File: config.mk
export PLATFORM = sky130hd
export DESIGN_NAME = pipeline_hazard_ctrl
export DESIGN_NICKNAME = d
export VERILOG_FILES = /design/src/rtl/pipeline_pkg.sv /design/src/rtl/sat_counter.sv /design/src/rtl/pipeline_hazard_ctrl.sv
export SDC_FILE = /design/constraint.sdc
export NUM_CORES = 1
export LEC_CHECK = 0
export ABC_CLOCK_PERIOD_IN_PS = 2400
export CAP_MARGIN = 20
export CORE_MARGIN = 5
export CORE_UTILIZATION = 50
export DETAILED_ROUTE_END_ITERATION = 8
export PLACE_DENSITY_LB_ADDON = 0.25
export SLEW_MARGIN = 5
export SYNTH_ARGS = -nofsm -noshare
export SYNTH_HDL_FRONTEND = slang
export SYNTH_SLANG_ARGS = --single-unit
export TNS_END_PERCENT = 100
File: constraint.sdc
create_clock -name clk -period 2.4 [get_ports clk]
set_input_delay 0.36 -clock clk [delete_from_list [all_inputs] [get_ports clk]]
set_output_delay 0.36 -clock clk [all_outputs]
set_load 0.01 [all_outputs]
File: src/rtl/pipeline_pkg.sv
// Shared pipeline definitions: controller states, register-index width and the
// bubble encoding that the pipeline registers load when flushed.
package pipeline_pkg;

  localparam int REG_ADDR_WIDTH = 5;

  // addi x0, x0, 0 -- the canonical bubble inserted on a flush
  localparam logic [31:0] NOP_INSTR = 32'h0000_0013;

  typedef enum logic {
    RUN      = 1'b0,
    MEM_WAIT = 1'b1
  } state_t;

endpackage

File: src/rtl/sat_counter.sv
// Up-counter that sticks at MAX_VAL instead of wrapping; clr and rst both zero it.
module sat_counter #(
  parameter int               WIDTH   = 8,
  parameter logic [WIDTH-1:0] MAX_VAL = {WIDTH{1'b1}}
) (
  input  logic             clk,
  input  logic             rst,
  input  logic             clr,
  input  logic             inc,
  output logic [WIDTH-1:0] count
);

  logic [WIDTH-1:0] count_reg;

  always_ff @(posedge clk) begin
    if (rst || clr) begin
      count_reg <= '0;
    end else if (inc && (count_reg != MAX_VAL)) begin
      count_reg <= count_reg + 1'b1;
    end
  end

  assign count = count_reg;

endmodule

File: src/rtl/pipeline_hazard_ctrl.sv
// Stage enable/flush sequencing for load-use, taken-branch and data-memory-wait
// hazards, with a memory-wait watchdog and saturating stall/flush counters.
module pipeline_hazard_ctrl #(
  parameter int DATA_WIDTH     = 32,
  parameter int REG_ADDR_WIDTH = pipeline_pkg::REG_ADDR_WIDTH,
  parameter int MAX_WAIT       = 255
) (
  input  logic                      clk,
  input  logic                      rst,
  input  logic [REG_ADDR_WIDTH-1:0] rs1D_i,
  input  logic [REG_ADDR_WIDTH-1:0] rs2D_i,
  input  logic [REG_ADDR_WIDTH-1:0] rdE_i,
  input  logic                      memReadE_i,
  input  logic                      branchTakenE_i,
  input  logic                      memReqM_i,
  input  logic                      memReadyM_i,
  output logic                      enPC_o,
  output logic                      enD_o,
  output logic                      enE_o,
  output logic                      enM_o,
  output logic                      enW_o,
  output logic                      flushD_o,
  output logic                      flushE_o,
  output logic [DATA_WIDTH-1:0]     stallCnt_o,
  output logic [DATA_WIDTH-1:0]     flushCnt_o,
  output logic                      memTimeout_o
);

  import pipeline_pkg::*;

  localparam int WAIT_W = $clog2(MAX_WAIT + 1);

  state_t            state_reg, state_next;
  logic              frozen;
  logic              load_use;
  logic              branch_flush;
  logic              timeout_reg;
  logic [WAIT_W-1:0] wait_cnt;
  logic [1:0]        perf_inc;
  logic [DATA_WIDTH-1:0] perf_cnt [2];

  assign load_use = memReadE_i && (rdE_i != '0) &&
                    ((rdE_i == rs1D_i) || (rdE_i == rs2D_i));

  always_ff @(posedge clk) begin
    if (rst) begin
      state_reg <= RUN;
    end else begin
      state_reg <= state_next;
    end
  end

  always_comb begin
    state_next   = state_reg;
    frozen       = 1'b0;
    branch_flush = 1'b0;
    enPC_o       = 1'b1;
    enD_o        = 1'b1;
    enE_o        = 1'b1;
    enM_o        = 1'b1;
    enW_o        = 1'b1;
    flushD_o     = 1'b0;
    flushE_o     = 1'b0;

    case (state_reg)
      RUN: begin
        frozen = memReqM_i && !memReadyM_i;
        if (frozen) state_next = MEM_WAIT;
      end
      MEM_WAIT: begin
        frozen = !memReadyM_i;
        // Dropping the request without ready is a protocol error; recover to RUN.
        if (memReadyM_i || !memReqM_i) state_next = RUN;
      end
      default: state_next = RUN;
    endcase

    if (rst) begin
      frozen     = 1'b0;
      state_next = RUN;
      enPC_o     = 1'b0;
      enD_o      = 1'b0;
      enE_o      = 1'b0;
      enM_o      = 1'b0;
      enW_o      = 1'b0;
      flushD_o   = 1'b1;
      flushE_o   = 1'b1;
    end else if (frozen) begin
      enPC_o = 1'b0;
      enD_o  = 1'b0;
      enE_o  = 1'b0;
      enM_o  = 1'b0;
      enW_o  = 1'b0;
    end else if (branchTakenE_i) begin
      // The Decode instruction is discarded, so a load-use match is irrelevant.
      branch_flush = 1'b1;
      flushD_o     = 1'b1;
      flushE_o     = 1'b1;
    end else if (load_use) begin
      enPC_o   = 1'b0;
      enD_o    = 1'b0;
      flushE_o = 1'b1;
    end
  end

  assign perf_inc[0] = !enPC_o && !rst;
  assign perf_inc[1] = branch_flush;

  for (genvar gi = 0; gi < 2; gi++) begin : g_perf
    sat_counter #(
      .WIDTH (DATA_WIDTH)
    ) u_perf_cnt (
      .clk   (clk),
      .rst   (rst),
      .clr   (1'b0),
      .inc   (perf_inc[gi]),
      .count (perf_cnt[gi])
    );
  end

  // Any unfrozen cycle ends the wait, so clearing on !frozen covers leaving MEM_WAIT.
  sat_counter #(
    .WIDTH   (WAIT_W),
    .MAX_VAL (WAIT_W'(MAX_WAIT))
  ) u_wait_cnt (
    .clk   (clk),
    .rst   (rst),
    .clr   (!frozen),
    .inc   (frozen),
    .count (wait_cnt)
  );

  always_ff @(posedge clk) begin
    if (rst) begin
      timeout_reg <= 1'b0;
    end else if (wait_cnt == WAIT_W'(MAX_WAIT)) begin
      timeout_reg <= 1'b1;
    end
  end

  assign stallCnt_o   = perf_cnt[0];
  assign flushCnt_o   = perf_cnt[1];
  assign memTimeout_o = timeout_reg;

endmodule

==> After elaboration in Yosys (flattened, before gate mapping) <==
Index checks and enable logic that the tools add are counted.
{ "word_totals": {"output_inout_bits": 72, "ff_bits": 74, "in_bits": 21, "elab_cells": 50} }
{ "op_classes": {"n_addsub": 3, "muxes": 19, "n_eq_ne": 6, "bitwise_logic": 1, "n_reduce_logical": 16} }
{ "ops": {"columns": ["operator", "count"], "rows": [
  ["$add 32x1->32 const B", 2],
  ["$ne 32x32->1 const B", 2],
  ["$mux 1", 17],
  ["$eq 5x5->1", 2],
  ["$add 8x1->8 const B", 1],
  ["$eq 8x8->1 const B", 1],
  ["$ne 8x8->1 const B", 1],
  ["$logic_and 1x1->1", 7],
  ["$logic_not 1->1", 5],
  ["$reduce_bool 5->1", 1],
  ["$pmux 1 s2", 2],
  ["$logic_or 1x1->1", 3],
  ["$not 1->1", 1]
]} }

==> Logic depth before layout (Yosys ltp) <==
{ "depth": {"word_depth": 10, "ltp_mapped": 9, "mapped_depth_nobuf": 7} }

==> Cells and area by module <==
A second synthesis with hierarchy kept.
{ "unflattened": {"cells_unflattened": 466, "hier_area_um2": 4081.4} }
{ "by_module_without_submodules": {"columns": ["module", "area_per_inst_um2", "n_inst", "seq_area_each_um2", "cells_each"], "rows": [
  ["sat_counter at g_perf[0].u_perf_cnt ...", 1681.6, 2, 640.6, 189],
  ["sat_counter at u_wait_cnt", 421.7, 1, 160.2, 48],
  ["pipeline_hazard_ctrl", 296.5, 1, 40.0, 40]
]} }

==> Least setup slack after synthesis <==
OpenSTA, ideal clock, no wires.
{ "synth_timing": {"path_kind": "reg-to-reg", "from": "reg g_perf[0].u_perf_cnt.count_reg[1]", "to": "reg g_perf[0].u_perf_cnt.count_reg[11]", "slack_ps": 309, "synth_period_minus_slack_ps": 2091, "setup_time_ps": 123, "stages_incl_launch_ff": 9, "required_time_ps": 2277, "n_path_buf": 1, "t_arrival_ps": 1968, "path_cell_list": "dfxtp_1 -> ha_1 -> and4_1 -> nand3_1 -> nor4_4 -> or2_2 -> buf_4 -> nor3_1 -> mux2_1"} }
{ "synth_between": {"elab_chain_len": 2, "word_cells_on_any_way": 3, "classes_between": "add/sub (1); eq/ne (1); reduce/logical (1)"} }
{ "synth_rtl": {"columns": ["element", "line_no", "source"], "rows": [
  ["from (decl)", "sat_counter.sv:13", "logic [WIDTH-1:0] count_reg;"],
  ["from (signal assigned)", "sat_counter.sv:19", "count_reg <= count_reg + 1'b1;"],
  ["branches (longest 2 deep; another with $add 32x1->32)", null, null]
]} }
Several ways; the timed one is not identified.
A chain may end at the register's enable or synchronous reset.

==> Final worst setup path <==
{ "layout_timing": {"from": "in rs2D_i[1]", "to": "reg g_perf[0].u_perf_cnt.count_reg[30]"} }
{ "layout_between": {"elab_chain_len": 10} }
{ "layout_rtl": {"columns": ["element", "line_no", "source"], "rows": [
  ["from (decl)", "pipeline_hazard_ctrl.sv:11", "input logic [REG_ADDR_WIDTH-1:0] rs2D_i,"],
  ["$eq 5x5->1", "pipeline_hazard_ctrl.sv:43", "((rdE_i == rs1D_i) || (rdE_i == rs2D_i));"],
  ["$logic_or 1x1->1", "pipeline_hazard_ctrl.sv:43", null],
  ["$logic_and 1x1->1", "pipeline_hazard_ctrl.sv:42", "assign load_use = memReadE_i && (rdE_i != '0) &&"],
  ["$mux 1", "pipeline_hazard_ctrl.sv:99", "end else if (load_use) begin"],
  ["$mux 1", "pipeline_hazard_ctrl.sv:94", "end else if (branchTakenE_i) begin"],
  ["$mux 1", "pipeline_hazard_ctrl.sv:88", "end else if (frozen) begin"],
  ["$mux 1", "pipeline_hazard_ctrl.sv:78", "if (rst) begin"],
  ["$logic_not 1->1", "pipeline_hazard_ctrl.sv:106", "assign perf_inc[0] = !enPC_o && !rst;"],
  ["$logic_and 1x1->1", "pipeline_hazard_ctrl.sv:106", null],
  ["$logic_and 1x1->1", "sat_counter.sv:18", "end else if (inc && (count_reg != MAX_VAL)) begin"]
]} }
Every way passes these cells.

==> qor_table.md <==
| Item | This run | Unit |
|---|---|---|
| Power per standard cell area | 457 | nW/um^2 |
| Total overflow reported by the global router | 0 | - |
| CTS Buf Count | 9 | - |
| Number of cells on the critical path | 9 | - |
| DP Wirelength | 7710 | um |
| DR WL/cell | 15.5 | um |
| Synth async-reset ratio | 0 | % |
| Port buffer count | 92 | - |
| Cell with the largest stage delay on the worst path | sky130_fd_sc_hd__or4_1 | - |
| Gate count after technology mapping | 474 | - |
| Final critical-path share of the clock period | 95.5 | % |
| Cell family with the largest share of critical-path delay | buffers and inverters | - |
| Maximum net fanout on the critical path | 13 | - |
| Outcome | finished clean | - |
| Height of the die | 99.3 | um |
| Highest Clock Rate | 436 | MHz |
| Net count, final | 610 | - |
| Die area | 9850 | um^2 |
| Crit path time final | 2.29 | ns |
| Final max-slew violation count | 0 | - |
| Synthesis-to-finish area growth | 34.9 | % |
| Proportion of synthesized chip area in sequential cells | 37.2 | % |
| Effective utilization at floorplan | 51.6 | % |
| Maximum level of the CTS H-tree | 3 | - |
| Die Wd | 99.3 | um |
| Share of cells above drive strength 1 | 12.4 | % |
| Leading post-synthesis cells by cell area | sky130_fd_sc_hd__dfxtp_1 (37%), sky130_fd_sc_hd__xnor2_1 (5.7%), sky130_fd_sc_hd__nor2_1 (5.7%), sky130_fd_sc_hd__nand3_1 (3.6%), sky130_fd_sc_hd__xor2_1 (3.3%) | - |
| Worst-path cell chain | clkdlybuf4s50_1, xor2_1, nor3_1, a22oi_1, buf_4, o21a_4, buf_12, or4_1, a21oi_2 | - |
| Total Power Consumption | 0.00246 | W |
| Cell count of the worst hold path | 2 | - |
| Clock tree from TritonCTS | built | - |
| Largest stage delay on the critical path | 0.53 | ns |
| Total Wirelength | 10800 | um |
| Final instance count without filler cells | 693 | - |
| Crit Path Class | in2reg | - |
| Count of inserted antenna diode cells | 0 | - |
| Worst reg2reg path depth | 7 | - |
| Clock root cell | sky130_fd_sc_hd__clkbuf_8 | - |
| Worst relative slew slack | 55.9 | % |
| Mean cell area of the mapped netlist | 8.40 | um^2 |
| 1st-pass router iterations | 4 | - |
| GRT Overall Usage | 21.2 | % |
| Critical path data arrival time | 2.57 | ns |
| Post-route worst hold slack | 0.389 | ns |
| Data required time at the worst endpoint | 2.68 | ns |
| Number of global-route vias before repair | 3778 | - |
| Final hold vios | 0 | - |
| Category of the worst setup path launch point | primary input | - |
| Max_cap viols | 0 | - |
| Routed via count | 4011 | - |
| Path category of the worst min-delay check | in2reg | - |
| Post-synth design cell area | 3980 | um^2 |
| RSZ-0062 raised after global routing | false | - |
| Pin count of the biggest net entering global routing | 33 | - |
| Yosys top cell area share | 37.2 | % |
| Top_reg_cell synth | sky130_fd_sc_hd__dfxtp_1 | - |
| Number of warnings printed during yosys synthesis | 0 | - |
| Slew at the pin closest to its max-slew limit | 0.655 | ns |
| Count of placed standard cells including taps | 676 | - |
| Largest register FFs | 64 | - |
| Crit end category | flop | - |
| Number of endpoints failing setup at the final stage | 0 | - |
| Clock latency reported for the late side of the worst-skew pair | 0.35 | ns |
| Global-route wire length before repair | 17600 | um |
| Count of flip-flops with a built-in enable after synthesis | 0 | - |
| FF+latch count, synth | 74 | - |
| Synth cell types | 51 | - |
| Sum of buffers and inverters on the critical path | 3 | - |
| Detail Route Antenna Nets | 0 | - |
| Cell type contributing the most total cell area after synthesis | sky130_fd_sc_hd__dfxtp_1 | - |
| Highest ir drop seen on vdd | 0.000296 | V |
| Largest buffer count on any clock path | 2 | - |
| Placeable core region | 7730 | um^2 |
| Average vias per placed instance | 5.79 | - |
| I/O pin cnt | 93 | - |
| Cell leakage power | 1.86 | nW |
| First-iteration detailed-routing DRC count | 213 | - |
| Initial antenna violation count | 0 | - |
| Final routed DRC violation total | 0 | - |
| Number of clock sinks seen by CTS | 74 | - |
| Clk slew on worst S/H paths | 0.08 | ns |
| Count of standard-cell rows | 32 | - |
| Final clock skew | 0.0103 | ns |
| Post-Syn Nets | 498 | - |
| Placer congestion estimate | 0.878 | - |
final timing paths:
path	start	to	slack [ns]
setup / recovery	rs2D_i[1]	g_perf[0].u_perf_cnt.count[30]	0.11
hold / removal	rst	g_perf[0].u_perf_cnt.count[18]	0.39
setup reg to reg	g_perf[0].u_perf_cnt.count[0]	g_perf[0].u_perf_cnt.count[5]	0.13
hold reg to reg	memTimeout_o	memTimeout_o	0.49
cell families (layout without fill, tap and decap cells):
family	Yosys count	in the layout	synth area share, %
compound gates	68	69	10.8
simple gates	250	250	35.9
mux	8	8	2.17
xor+xnor	41	41	9.01
fa+ha+maj	3	3	0.942
buf+inv	30	146	3.96
flops	74	74	37.2
cells in the final DEF (no fill, tap or decap), drive strengths merged, types with 2 or more instances in the layout:
cell,instances
nand2,32
o21ai,16
mux2,5
or4,17
nor4b,2
o31ai,12
nor3,17
nor2b,5
nand4b,3
buf,35
o311ai,5
nor2,60
nor4,14
nor3b,3
o21a,4
xor2,15
clkdlybuf4s50,84
and4,10
or3,12
dlymetal6s2s,4
and2,6
a21oi,25
clkinv,3
dfxtp,74
nand3,32
o41ai,3
inv,4
nand4,18
clkbuf,13
or2,3
mux2i,3
ha,3
xnor2,26
and3,12
power breakdown:
part / total, W / switching, W / internal, W / leakage [nW]
Sequential: 0.00124 / 0.00000599 / 0.00123 / 0.596
Clock: 0.00100 / 0.000468 / 0.000532 / 0.105
Combinational: 0.000219 / 0.000114 / 0.000105 / 1.16
area by class of cell:
type,instances,area [um^2]
timing repair buffer,126,1180
clock inverter,5,52.6
tap,102,128
multi-input combinational,371,2360
clock buffer,11,151
sequential,74,1480
inverter,4,15.0
fill,619,2350
Yosys cell counts (2+ instances only):
master                     number
sky130_fd_sc_hd__o21a_1         2
sky130_fd_sc_hd__xnor2_1       26
sky130_fd_sc_hd__ha_1           3
sky130_fd_sc_hd__nand3_2        2
sky130_fd_sc_hd__a21oi_1       25
sky130_fd_sc_hd__nor4_2         2
sky130_fd_sc_hd__and3_1        12
sky130_fd_sc_hd__or4_1         17
sky130_fd_sc_hd__nand3_1       29
sky130_fd_sc_hd__o311ai_0       5
sky130_fd_sc_hd__nor3_1        17
sky130_fd_sc_hd__nand2_1       31
sky130_fd_sc_hd__o21ai_0       13
sky130_fd_sc_hd__mux2_1         5
sky130_fd_sc_hd__clkbuf_1      10
sky130_fd_sc_hd__or3_1         12
sky130_fd_sc_hd__o31ai_1       12
sky130_fd_sc_hd__nor4b_1        2
sky130_fd_sc_hd__or2_2          3
sky130_fd_sc_hd__nor4_4         3
sky130_fd_sc_hd__and2_1         6
sky130_fd_sc_hd__nor2_1        60
sky130_fd_sc_hd__nor4_1         9
sky130_fd_sc_hd__o41ai_1        3
sky130_fd_sc_hd__dfxtp_1       74
sky130_fd_sc_hd__mux2i_1        3
sky130_fd_sc_hd__nor3b_1        3
sky130_fd_sc_hd__inv_1          3
sky130_fd_sc_hd__and4_1         9
sky130_fd_sc_hd__buf_4          8
sky130_fd_sc_hd__nand4_1       18
sky130_fd_sc_hd__nor2b_1        5
sky130_fd_sc_hd__xor2_1        15
sky130_fd_sc_hd__nand4b_1       3
sky130_fd_sc_hd__buf_2          6
sky130_fd_sc_hd__o21ai_1        3
routing by layer:
layer  share of wire [%]  vias up  global-route usage (%)
met2                  47      128                    33.9
met1                  45     1904                    28.1
li1                    -     1962                       -
met3                 6.2       17                    4.21
met5                   0        -                       0
met4                 1.9        0                    8.09
through the flow:
| stage | area, um^2 | worst slack [ns] | utilization [%] | TNS, ns |
|---|---|---|---|---|
| after floorplan | 3980 | 0.309 | - | 0 |
| after global placement | 5150 | -0.282 | 66.7 | -4.95 |
| after detailed placement | 5150 | -0.323 | 66.7 | -6.93 |
| after CTS | 5360 | -0.0395 | 69.3 | -0.0779 |
| after global routing | 5380 | 0.0336 | 69.6 | 0 |
| final | 5380 | 0.108 | 69.6 | 0 |
worst register-to-register path: stages (launching register included):
cell and delay (ns):
sky130_fd_sc_hd__dfxtp_1 0.32, sky130_fd_sc_hd__ha_1 0.25, sky130_fd_sc_hd__and4_1 0.26, sky130_fd_sc_hd__nand3_1 0.15, sky130_fd_sc_hd__nor4_4 0.07, sky130_fd_sc_hd__or2_2 0.42
sky130_fd_sc_hd__or4_1 0.53, sky130_fd_sc_hd__mux2i_1 0.15
timing repair:
item | in CTS | in global routing
setup endpoints to repair | 3 | 9
hold buffers | 0 | 0
resized for setup | 5 | 10
pin swaps | 0 | 1
setup buffers | 0 | 0
cloned | 0 | 1
Power figures use the tool's default switching activity.
